[config.mk]
export PLATFORM = sky130hd
export DESIGN_NAME = pdm_dac_mc_flat
export DESIGN_NICKNAME = d
export VERILOG_FILES = /design/src/rtl/pdm_dac_pkg.sv /design/src/rtl/pdm_dac_mc_if.sv /design/src/rtl/pdm_mod_ch.sv /design/src/rtl/pdm_dac_mc.sv /design/src/flat_wrapper.sv
export SDC_FILE = /design/constraint.sdc
export NUM_CORES = 1
export LEC_CHECK = 0
export CORE_UTILIZATION = 37
export DETAILED_ROUTE_END_ITERATION = 6
export GPL_TIMING_DRIVEN = 0
export PLACE_DENSITY = 0.62
export SETUP_SLACK_MARGIN = 0.1
export SYNTH_ARGS = -nofsm -noshare
export SYNTH_HDL_FRONTEND = slang
export SYNTH_HIERARCHICAL = 1
export SYNTH_SLANG_ARGS = --single-unit
[constraint.sdc]
create_clock -name clk -period 19.5 [get_ports clk]
set_clock_uncertainty 0.2 [all_clocks]
set_input_delay 3.9 -clock clk [delete_from_list [all_inputs] [get_ports clk]]
set_output_delay 3.9 -clock clk [all_outputs]
set_load 0.02 [all_outputs]
[src/rtl/pdm_dac_pkg.sv]
// Shared constants and helpers for the multichannel sigma-delta PDM DAC.
// Integrator sizing, saturation limit and the dither LFSR live here.
package pdm_dac_pkg;

    localparam logic [15:0] LFSR_SEED = 16'hACE1;
    // Galois mask for taps 16,14,13,11 (tap t maps to bit t-1)
    localparam logic [15:0] LFSR_TAPS = 16'hB400;

    function automatic int int_width(input int dw);
        return dw + 3;
    endfunction

    function automatic longint sat_limit(input int dw);
        return (longint'(1) << (dw + 1)) - 1;
    endfunction

    function automatic logic [15:0] lfsr_next(input logic [15:0] cur);
        return {1'b0, cur[15:1]} ^ (cur[0] ? LFSR_TAPS : 16'h0000);
    endfunction

endpackage

[src/rtl/pdm_dac_mc_if.sv]
// Sample/control bus and PDM outputs of the PDM DAC.
// in_valid is a pure load strobe: there is no ready, every cycle with in_valid=1 loads in_data.
interface pdm_dac_mc_if #(
    parameter int NCH = 2,
    parameter int DW  = 16
);
    logic              pdm_ce;
    logic              in_valid;
    logic [NCH*DW-1:0] in_data;
    logic              mute;
    logic              ovl_clr;
    logic [NCH-1:0]    pdm;
    logic [NCH-1:0]    ovl;

    modport master (
        output pdm_ce, in_valid, in_data, mute, ovl_clr,
        input  pdm, ovl
    );

    modport slave (
        input  pdm_ce, in_valid, in_data, mute, ovl_clr,
        output pdm, ovl
    );
endinterface

[src/rtl/pdm_mod_ch.sv]
// One channel of the sigma-delta modulator: saturating integrators,
// 1-bit quantiser and sticky overload detection.
module pdm_mod_ch
    import pdm_dac_pkg::*;
#(
    parameter int DW    = 16,
    parameter int ORDER = 2
) (
    input  logic              clk,
    input  logic              rst_n,
    input  logic              ce,
    input  logic              ovl_clr,
    input  logic signed [DW:0] x,
    output logic              pdm,
    output logic              ovl
);
    localparam int IW = int_width(DW);
    localparam logic signed [IW:0] LIM = (IW+1)'(sat_limit(DW));
    localparam logic signed [IW:0] FS  = (IW+1)'(longint'(1) << (DW - 1));

    logic signed [IW-1:0] a1;
    logic signed [IW-1:0] a2;
    logic signed [IW:0]   fb;
    logic signed [IW:0]   s1;
    logic signed [IW:0]   s2;
    logic signed [IW:0]   n1;
    logic signed [IW:0]   n2;
    logic                 c1;
    logic                 c2;
    logic                 q;

    // Sums carry one guard bit beyond the integrator so the clamp sees the true value
    always_comb begin
        fb = pdm ? FS : -FS;
        s1 = (IW+1)'(a1) + (IW+1)'(x) - fb;
        c1 = (s1 > LIM) || (s1 < -LIM);
        if (s1 > LIM)       n1 = LIM;
        else if (s1 < -LIM) n1 = -LIM;
        else                n1 = s1;

        s2 = (IW+1)'(a2) + n1 - fb;
        c2 = (s2 > LIM) || (s2 < -LIM);
        if (s2 > LIM)       n2 = LIM;
        else if (s2 < -LIM) n2 = -LIM;
        else                n2 = s2;

        if (ORDER == 2) begin
            q = ~n2[IW];
        end else begin
            q  = ~n1[IW];
            c2 = 1'b0;
        end
    end

    always_ff @(posedge clk or negedge rst_n) begin
        if (!rst_n) begin
            a1  <= '0;
            a2  <= '0;
            pdm <= 1'b0;
            ovl <= 1'b0;
        end else begin
            if (ce) begin
                a1  <= n1[IW-1:0];
                a2  <= (ORDER == 2) ? n2[IW-1:0] : '0;
                pdm <= q;
            end
            // A clamp on this step beats a simultaneous clear
            if (ce && (c1 || c2)) ovl <= 1'b1;
            else if (ovl_clr)     ovl <= 1'b0;
        end
    end

endmodule

[src/rtl/pdm_dac_mc.sv]
// Multichannel PDM DAC: sample hold registers, mute/dither input mux,
// shared dither LFSR and one modulator per channel.
module pdm_dac_mc
    import pdm_dac_pkg::*;
#(
    parameter int NCH    = 2,
    parameter int DW     = 16,
    parameter int ORDER  = 2,
    parameter int DITHER = 1
) (
    input  logic               clk,
    input  logic               rst_n,
    pdm_dac_mc_if.slave        bus
);
    logic signed [DW-1:0] hold [NCH];
    logic [15:0]          lfsr;
    logic [NCH-1:0]       pdm_v;
    logic [NCH-1:0]       ovl_v;

    // Sample load is independent of pdm_ce; the modulator sees the old hold on a shared edge
    always_ff @(posedge clk or negedge rst_n) begin
        if (!rst_n) begin
            for (int k = 0; k < NCH; k++) hold[k] <= '0;
            lfsr <= LFSR_SEED;
        end else begin
            if (bus.in_valid) begin
                for (int k = 0; k < NCH; k++) hold[k] <= bus.in_data[k*DW +: DW];
            end
            if (bus.pdm_ce) lfsr <= lfsr_next(lfsr);
        end
    end

    for (genvar k = 0; k < NCH; k++) begin : g_ch
        logic              dith;
        logic signed [DW:0] x;

        assign dith = (DITHER != 0) && lfsr[k % 16];
        assign x    = (bus.mute ? '0 : (DW+1)'(hold[k])) + (DW+1)'(dith);

        pdm_mod_ch #(
            .DW    (DW),
            .ORDER (ORDER)
        ) u_ch (
            .clk     (clk),
            .rst_n   (rst_n),
            .ce      (bus.pdm_ce),
            .ovl_clr (bus.ovl_clr),
            .x       (x),
            .pdm     (pdm_v[k]),
            .ovl     (ovl_v[k])
        );
    end

    assign bus.pdm = pdm_v;
    assign bus.ovl = ovl_v;

endmodule

[src/flat_wrapper.sv]
// flat-port wrapper written by rule: the top's interface ports become plain ports
module pdm_dac_mc_flat import pdm_dac_pkg::*;
#(
    parameter int NCH    = 2,
    parameter int DW     = 16,
    parameter int ORDER  = 2,
    parameter int DITHER = 1
)
  (clk, rst_n, bus_pdm_ce, bus_in_valid, bus_in_data, bus_mute, bus_ovl_clr, bus_pdm, bus_ovl);
  pdm_dac_mc_if #(.NCH(NCH), .DW(DW)) bus_i ();
  input  logic clk;
  input  logic rst_n;
  input wire logic [$bits(bus_i.pdm_ce)-1:0] bus_pdm_ce;
  input wire logic [$bits(bus_i.in_valid)-1:0] bus_in_valid;
  input wire logic [$bits(bus_i.in_data)-1:0] bus_in_data;
  input wire logic [$bits(bus_i.mute)-1:0] bus_mute;
  input wire logic [$bits(bus_i.ovl_clr)-1:0] bus_ovl_clr;
  output wire logic [$bits(bus_i.pdm)-1:0] bus_pdm;
  output wire logic [$bits(bus_i.ovl)-1:0] bus_ovl;
  assign bus_i.pdm_ce = bus_pdm_ce;
  assign bus_i.in_valid = bus_in_valid;
  assign bus_i.in_data = bus_in_data;
  assign bus_i.mute = bus_mute;
  assign bus_i.ovl_clr = bus_ovl_clr;
  assign bus_pdm = bus_i.pdm;
  assign bus_ovl = bus_i.ovl;
  pdm_dac_mc #(.NCH(NCH), .DW(DW), .ORDER(ORDER), .DITHER(DITHER)) u_core (.clk(clk), .rst_n(rst_n), .bus(bus_i));
endmodule
==> results of run 1 <==
logic make-up after synthesis:
kind of cell             count (synthesis)  synth area share
multiplexers                            52           0.04617
XOR/XNOR                                87           0.06179
adder cells (fa/ha/maj)                154            0.1604
AO/OA/AOI/OAI                          393            0.2174
AND/OR/NAND/NOR                        403            0.1665
flip-flops                             128            0.2555
buffers and inverters                  290           0.09224
metal layers:
metal,track usage,vias to the layer above
met5,0,-
met4,0.06071,0
met3,0.02163,39
met2,0.3246,168
met1,0.2442,5255
li1,-,5336
sequential cells by signal (all words and copies together), names as in the netlist:
signal and count:
u_core/hold 32, u_core/g_ch.u_ch/pdm 2, u_core/lfsr 16, u_core/g_ch.u_ch/a2 38, u_core/g_ch.u_ch/ovl 2, u_core/g_ch.u_ch/a1 38
layout make-up:
cell class	instances	area share
Timing Repair Buffer	41	0.03034
Clock inverter	13	0.009643
Sequential cell	128	0.2272
Multi-Input combinational cell	1089	0.5799
Tap cell	448	0.03963
Clock buffer	19	0.03132
Buffer	54	0.01937
Inverter	236	0.06263
worst reg2reg max path: cells and delay by family (launching register included):
kind / cells / cell delay, ns
DFF: 1 / 0.38
buffers and inverters: 5 / 0.68
muxes: 1 / 0.11
adders and majority gates: 6 / 2.16
AOI/OAI and AO/OA: 17 / 5.20
and+or+nand+nor: 10 / 1.77
metrics by stage:
stage | cells | worst slack (ns) | util
CTS | 2028 | 4.826 | 0.4228
detailed placement | 1996 | 4.420 | 0.4055
floorplan | 1507 | 7.293 | -
global placement | 1995 | 4.486 | 0.4047
global route | 2028 | 3.916 | 0.4228
finish | 2028 | 4.665 | 0.4228
worst paths after layout:
| check | end | slack [ns] |
|---|---|---|
| setup / recovery | u_core/g_ch[1].u_ch/a2[13]$_DFFE_PN0P_ | 4.66 |
| hold / removal | u_core/lfsr[10]$_DFFE_PN1P_ | 0.29 |
| setup reg to reg | u_core/g_ch[1].u_ch/a2[13]$_DFFE_PN0P_ | 8.94 |
| hold reg to reg | u_core/lfsr[10]$_DFFE_PN1P_ | 0.29 |
| max in group asynchronous | u_core/lfsr[13]$_DFFE_PN1P_ | 15.04 |
| min in group asynchronous | u_core/g_ch[1].u_ch/a2[13]$_DFFE_PN0P_ | 3.26 |
cells in the final DEF, fill, tap and decap left out, drive strengths merged, types with 5 or more instances in the layout:
cell type,netlist,routed
o21bai,7,7
inv,236,238
o31ai,6,6
nand2,76,76
nand2b,19,19
nor3,24,24
a21oi,140,140
dfstp,8,8
or3,8,8
clkbuf,33,52
a22oi,15,15
a221oi,5,5
dfrtp,120,120
a211oi,8,8
nor4,13,13
or2,6,6
ha,142,142
a21boi,11,11
nand3,31,31
a2111oi,7,7
o21a,19,19
a31oi,16,16
a21o,41,41
mux2,48,48
nor2b,20,20
buf,21,23
and2,8,8
fa,12,12
nor2,144,144
nand4,21,21
a21bo,6,6
clkdlybuf4s50,0,39
xor2,32,32
o22ai,8,8
xnor2,55,55
clkinv,0,5
o21ai,58,58
and3,10,10
o211ai,9,9
==> impl_metrics.yaml, run 1 <==
clock_tree:
  postCtsSetupRepairBufs: 0
  post_cts_resized: 0
  cts_hold_buf: 0
  clk_latency_ns: 0.44
  cts_buffers: 17
  clock_sinks: 128
  clk_pin_slew_ns: 0.06
  root_buffer: "clkbuf_16"
  h-tree-depth: 4
  cts_tree: "done"
  clk_path_buf_depth: 2
min_path:
  holdPathStages: 2
  hold_start: "u_core/lfsr[10]$_DFFE_PN1P_"
  hold_class: "register to register"
detailed_routing:
  wl_met1_mm: 14.81
  wl_per_cell_um: 15.58
  drt_wl_total_mm: 31.60
  drtIter0Drc: 584
  routed-via-count: 10798
  postRouteAntennaNets: 0
  met3_length_um: 873
  firstDrtPassIters: 5
  via_per_inst: 5.324
  dr_wl_met2_mm: 15.26
  drcViolationCount: 0
  topRoutingLayerUsed: "met4"
logic_synthesis:
  ys_seq_area_frac: 0.2555
  ys_ff_latch: 128
  syn_nets: 1699
  synthesis.area_mm2: 0.01257
  synth-edff-count: 0
  synth_cells: 1507
  yosys.area.top_type: "dfrtp_1"
  synthDistinctLibCells: 99
  synthFlopType: "dfrtp_1"
  yosys-top-cells-area: "dfrtp_1 (24%), ha_1 (14%), inv_1 (7.0%), a21oi_1 (5.6%), nor2_1 (4.3%)"
  ys_async_sr_fraction: 1.000
  synth.avg_cell_area_um2: 8.344
  synth.top_cell.area_share: 0.2388
  yosysMostFrequentCell: "inv_1"
  synth_common_cells: "inv_1 (236), nor2_1 (144), ha_1 (142)"
  synth_warnings: 6
final_layout:
  final_area_mm2: 0.01414
  multi_input_area_mm2: 0.008202
  seq_area_mm2: 0.003213
  drive_above_1_share: 0.1044
  diodes: 0
  n_fill_cell: 3388
  area_delta_synth_final_pct: 12.48
  finalNetCount: 1759
die:
  io_pins: 42
  die_h_um: 186.4
  rows: 67
  die-area_mm2: 0.03473
  core-area_mm2: 0.03345
  initial_core_util: 0.3759
  die_x_um: 186.4
global_routing:
  grt_max_degree: 69
  grt_antenna_before_repair: 0
  grt_pass1_wl_mm: 53.19
  track_usage: 0.1883
  grt_pass1_vias: 10683
  grt-ovfl-total: 0
placed_design:
  place_area_mm2: 0.01356
  dp.final_hpwl_mm: 24.79
  numPortBuffers: 40
  place_congestion: 0.8983
worst_setup_path:
  critical_path_cell_count: 42
  crit_path_start: "bus_mute"
  cpMostUsedCell: "a21oi_1"
  r2r_start: "u_core/hold[0]$_DFFE_PN0P_"
  cp_data_required_time_ns: 19.67
  path_class: "primary input to register"
  crit_buf_inv: 8
  ff2ff_path_depth: 39
  slowest_delay_ns: 0.87
  endpoint_kind: "register"
  critPathTopFamily: "compound AO/OA/AOI/OAI gates"
  crit_path_top_delay_cell: "a2111oi_0"
  cp_max_fo: 10
  critPathArrivalTime_ns: 15.01
  crit_path_start_kind: "primary input"
timing:
  fin_crit_ns: 14.84
  setup_violations: 0
  finalCritPeriodShare: 0.7608
  slew_viol_final: 0
  hold_ws_ns: 0.2939
  final-hold-violation-count: 0
  tightest_slew_ns: 0.9921
  rsz0062_at_grt: "false"
  tns_ns: 0
  relSlewSlack: 0.3215
  fmax_mhz: 67.41
run_status:
  outcome: "finished, final reports clean"
run:
  max_cap_viol_count: 0
Power of run 1 is not shown: default switching activity piles up to over one toggle a cycle in this logic, so the estimate is an artifact.
==> inputs of run 2 (changes only) <==
==> constraint.sdc (replaced) <==
create_clock -name clk -period 14.31 [get_ports clk]
set_clock_uncertainty 0.2 [all_clocks]
set_input_delay 2.862 -clock clk [delete_from_list [all_inputs] [get_ports clk]]
set_output_delay 2.862 -clock clk [all_outputs]
set_load 0.02 [all_outputs]
==> run 2 against run 1 <==
First-iteration DRC count shrank 3.8%. Count of clock-buffer cells in the layout is the same. Core utilization is essentially flat. Critical path depth is the same. Hold slack lost 0.00077 ns. Sequential cell count is the same. Via count shrank 0.11%.
==> impl_metrics.yaml, run 2 (same netlist as run 1, synthesis figures left out) <==
final_layout:
  diodes: 0
  drive_above_1_share: 0.1057
  final_area_mm2: 0.01416
  area_delta_synth_final_pct: 12.58
  finalNetCount: 1759
  top_regs: "u_core/g_ch.u_ch/a1 x38, u_core/g_ch.u_ch/a2 x38, u_core/hold x32"
  final_cell_mix: "inv_1 (236), nor2_1 (144), ha_1 (142)"
  final_common_cell: "inv_1"
  finalNonFillerCells: 2028
die:
  die-area_mm2: 0.03473
  rows: 67
  core-area_mm2: 0.03345
  initial_core_util: 0.3759
  die_h_um: 186.4
  io_pins: 42
  die_x_um: 186.4
clock_tree:
  cts_tree: "done"
  clk_pin_slew_ns: 0.06
  clk_path_buf_depth: 2
  clock_sinks: 128
  cts_buffers: 17
  clk_latency_ns: 0.43
  h-tree-depth: 4
  root_buffer: "clkbuf_16"
  cts_hold_buf: 0
  postCtsSetupRepairBufs: 0
worst_setup_path:
  endpoint_kind: "register"
  cp_data_required_time_ns: 14.48
  rrSetupSlack_ns: 4.02
  cpMostUsedCell: "a21oi_1"
  slowest_delay_ns: 0.87
  crit_path_top_delay_cell: "a2111oi_0"
  cp_max_fo: 10
  crit_path_start_kind: "primary input"
  path_class: "primary input to register"
  critPathArrivalTime_ns: 13.69
detailed_routing:
  drt_wl_total_mm: 31.62
  wl_per_cell_um: 15.59
  via_per_inst: 5.319
  drtIter0Drc: 562
  drcViolationCount: 0
  routed-via-count: 10786
  firstDrtPassIters: 5
  postRouteAntennaNets: 0
timing:
  slew_viol_final: 0
  rsz0062_at_grt: "false"
  relSlewSlack: 0.3215
  tightest_slew_ns: 0.9921
  fin_crit_ns: 13.52
  hold_ws_ns: 0.2931
  fmax_mhz: 73.97
  finalCritPeriodShare: 0.9448
  final-hold-violation-count: 0
  setup_violations: 0
  tns_ns: 0
placed_design:
  place_congestion: 0.8983
  placed_cells: 1996
  numPortBuffers: 40
  dp.final_hpwl_mm: 24.79
  place_area_mm2: 0.01356
global_routing:
  grt_max_degree: 69
  grt-ovfl-total: 0
  track_usage: 0.1883
  grt_antenna_before_repair: 0
  grt_pass1_wl_mm: 53.19
  grt_pass1_vias: 10683
run_status:
  outcome: "finished, final reports clean"
run:
  max_cap_viol_count: 0
min_path:
  hold_class: "register to register"
==> run 2: cell counts in the layout (fill, tap and decap cells not counted) <==
No cell type changed its count.
==> run 2: layout make-up <==
type,instances,area [µm²]
multi-input combinational,1089,8213
clock inverter,13,136.4
timing repair buffer,41,429.2
fill,3386,19290
inverter,236,885.9
buffer,54,275.3
tap,448,560.5
sequential,128,3213
clock buffer,19,442.9
==> run 2: what timing repair did <==
item	CTS	global route
setup endpoints to repair	0	28
resized for setup	0	4
hold endpoints to repair	0	0
==> run 2: worst paths after layout <==
check	start	endpoint	cells after the start
max reg2reg	u_core/lfsr[0]$_DFFE_PN1P_	u_core/g_ch[0].u_ch/a2[9]$_DFFE_PN0P_	42
min in group asynchronous	rst_n	u_core/g_ch[1].u_ch/a2[13]$_DFFE_PN0P_	1
max	bus_mute	u_core/g_ch[1].u_ch/a2[13]$_DFFE_PN0P_	42
min	u_core/lfsr[10]$_DFFE_PN1P_	u_core/lfsr[10]$_DFFE_PN1P_	2
max in group asynchronous	rst_n	u_core/lfsr[13]$_DFFE_PN1P_	2
min reg2reg	u_core/lfsr[10]$_DFFE_PN1P_	u_core/lfsr[10]$_DFFE_PN1P_	2
==> run 2: layer usage <==
metal / routed length (µm) / up-vias / GRT usage / part of all wire
met5: 0 / - / 0 / 0
met2: 15230 / 172 / 0.3246 / 0.48
met3: 893 / 42 / 0.02163 / 0.028
li1: - / 5334 / - / -
met1: 14830 / 5238 / 0.2442 / 0.47
met4: 679 / 0 / 0.06071 / 0.021
==> run 2: worst max-delay path, delay by kind of cell <==
family / cells / cell delay, ns
mux: 1 / 0.11
fa+ha+maj: 6 / 2.15
buf+inv: 8 / 1.86
compound gates: 17 / 4.90
simple gates: 10 / 1.76
==> run 2: through the flow <==
stage	utilization	worst slack [ns]
after global routing	0.4232	0.09651
final	0.4232	0.7904
after floorplan	-	3.141
after detailed placement	0.4055	0.2684
after global placement	0.4047	0.3341
after CTS	0.4228	0.6742
Power of run 2 is left out for the same reason.
==> inputs of run 3 (changes only) <==
--- a/config.mk
+++ b/config.mk
@@ -8,7 +8,7 @@
 export CORE_UTILIZATION = 37
 export DETAILED_ROUTE_END_ITERATION = 6
 export GPL_TIMING_DRIVEN = 0
-export PLACE_DENSITY = 0.62
+export PLACE_DENSITY = 0.6
 export SETUP_SLACK_MARGIN = 0.1
 export SYNTH_ARGS = -nofsm -noshare
 export SYNTH_HDL_FRONTEND = slang
==> run 3 against run 2 <==
Wire length is essentially flat. Non-clock buffer count shrank 1. Global-route usage shrank 0.18 points. Sequential share of layout area shrank 0.12 points. Core utilization grew 0.22 points. Via count shrank 0.70%. Die area is the same. Count of clock-buffer cells in the layout grew 1. Register-to-register slack gained 0.05 ns. Fmax grew 3.3%. Critical path type unchanged.
==> impl_metrics.yaml, run 3 (same netlist as run 1, synthesis figures left out) <==
run_status:
  outcome: "finished, final reports clean"
worst_setup_path:
  crit_path_top_delay_cell: "a21boi_1"
  crit_path_start_kind: "primary input"
  slowest_delay_ns: 0.65
  endpoint_kind: "register"
  cp_data_required_time_ns: 14.47
  path_class: "primary input to register"
  critPathArrivalTime_ns: 13.24
  cp_max_fo: 19
clock_tree:
  clk_path_buf_depth: 2
  clk_latency_ns: 0.43
  cts_tree: "done"
  clk_pin_slew_ns: 0.06
  cts_buffers: 17
  root_buffer: "clkbuf_16"
  cts_hold_buf: 0
  clock_sinks: 128
  h-tree-depth: 4
final_layout:
  area_delta_synth_final_pct: 13.15
  top_regs: "u_core/g_ch.u_ch/a1 x38, u_core/g_ch.u_ch/a2 x38, u_core/hold x32"
  final_cell_mix: "inv_1 (236), nor2_1 (144), ha_1 (142)"
  diodes: 0
  final_common_cell: "inv_1"
  drive_above_1_share: 0.1051
  final_area_mm2: 0.01423
  finalNetCount: 1758
  fin_util: 0.4254
timing:
  finalCritPeriodShare: 0.9144
  final-hold-violation-count: 0
  slew_viol_final: 0
  rsz0062_at_grt: "false"
  setup_violations: 0
  tightest_slew_ns: 0.7989
  fmax_mhz: 76.42
  relSlewSlack: 0.4674
  tns_ns: 0
  fin_crit_ns: 13.08
placed_design:
  numPortBuffers: 40
  place_area_mm2: 0.01356
  dp.final_hpwl_mm: 24.61
  place_congestion: 0.8937
global_routing:
  grt_antenna_before_repair: 0
  track_usage: 0.1864
  grt-ovfl-total: 0
  grt_pass1_vias: 10607
  grt_max_degree: 89
  grt_pass1_wl_mm: 52.52
detailed_routing:
  firstDrtPassIters: 5
  routed-via-count: 10711
  drcViolationCount: 0
  via_per_inst: 5.284
  postRouteAntennaNets: 0
  drtIter0Drc: 703
  drt_wl_total_mm: 31.61
  wl_per_cell_um: 15.59
die:
  initial_core_util: 0.3759
  die_x_um: 186.4
  core-area_mm2: 0.03345
  die_h_um: 186.4
  die-area_mm2: 0.03473
  io_pins: 42
  rows: 67
run:
  max_cap_viol_count: 0
min_path:
  hold_class: "register to register"
==> run 3: path summary, 6_finish.rpt <==
check	start	end	slack (ns)	cells after the start
hold / removal	u_core/lfsr[10]$_DFFE_PN1P_	u_core/lfsr[10]$_DFFE_PN1P_	0.30	2
hold reg to reg	u_core/lfsr[10]$_DFFE_PN1P_	u_core/lfsr[10]$_DFFE_PN1P_	0.30	2
setup / recovery	bus_mute	u_core/g_ch[1].u_ch/a2[13]$_DFFE_PN0P_	1.23	41
setup reg to reg	u_core/hold[0]$_DFFE_PN0P_	u_core/g_ch[1].u_ch/a2[13]$_DFFE_PN0P_	4.07	39
max in group asynchronous	rst_n	u_core/g_ch[1].u_ch/a2[13]$_DFFE_PN0P_	10.94	2
min in group asynchronous	rst_n	u_core/g_ch[0].u_ch/pdm$_DFFE_PN0P_	2.17	1
==> run 3: cell type report <==
cell class                 instances  area, µm²
buffer                            53      271.5
clock buffer                      20      456.7
clock inverter                    12      202.7
fill                            3304      19220
inverter                         236      885.9
multi-input combinational       1089       8209
sequential                       128       3213
tap                              448      560.5
timing repair buffer              41      429.2
==> run 3: what timing repair did <==
item | in CTS | in global routing
buffers inserted | 0 | 0
setup endpoints to repair | 0 | 15
gates resized for setup | 0 | 5
==> run 3: through the flow <==
step	setup WS [ns]	std cells	hold WS [ns]
finish	1.225	2027	0.2991
global placement	0.3758	1995	0.2780
detailed placement	0.2956	1996	0.2893
floorplan	3.141	1507	0.2649
global route	0.3011	2027	0.3206
CTS	0.6951	2028	0.3009
==> run 3: worst max-delay path: cells and delay by family <==
family / cells / cell delay, ns
AOI/OAI and AO/OA: 16 / 4.65
adders and majority gates: 6 / 2.12
and+or+nand+nor: 10 / 1.65
buffers and inverters: 7 / 1.52
xor gates and xnor gates: 1 / 0.30
muxes: 1 / 0.10
==> run 3: metal layers <==
layer | share of wire | global-route usage | vias to the layer above
li1 | - | - | 5337
met1 | 0.47 | 0.2401 | 5150
met2 | 0.48 | 0.3196 | 187
met3 | 0.027 | 0.02727 | 37
met4 | 0.018 | 0.05880 | 0
met5 | 0 | 0 | -
Power of run 3 is left out for the same reason.
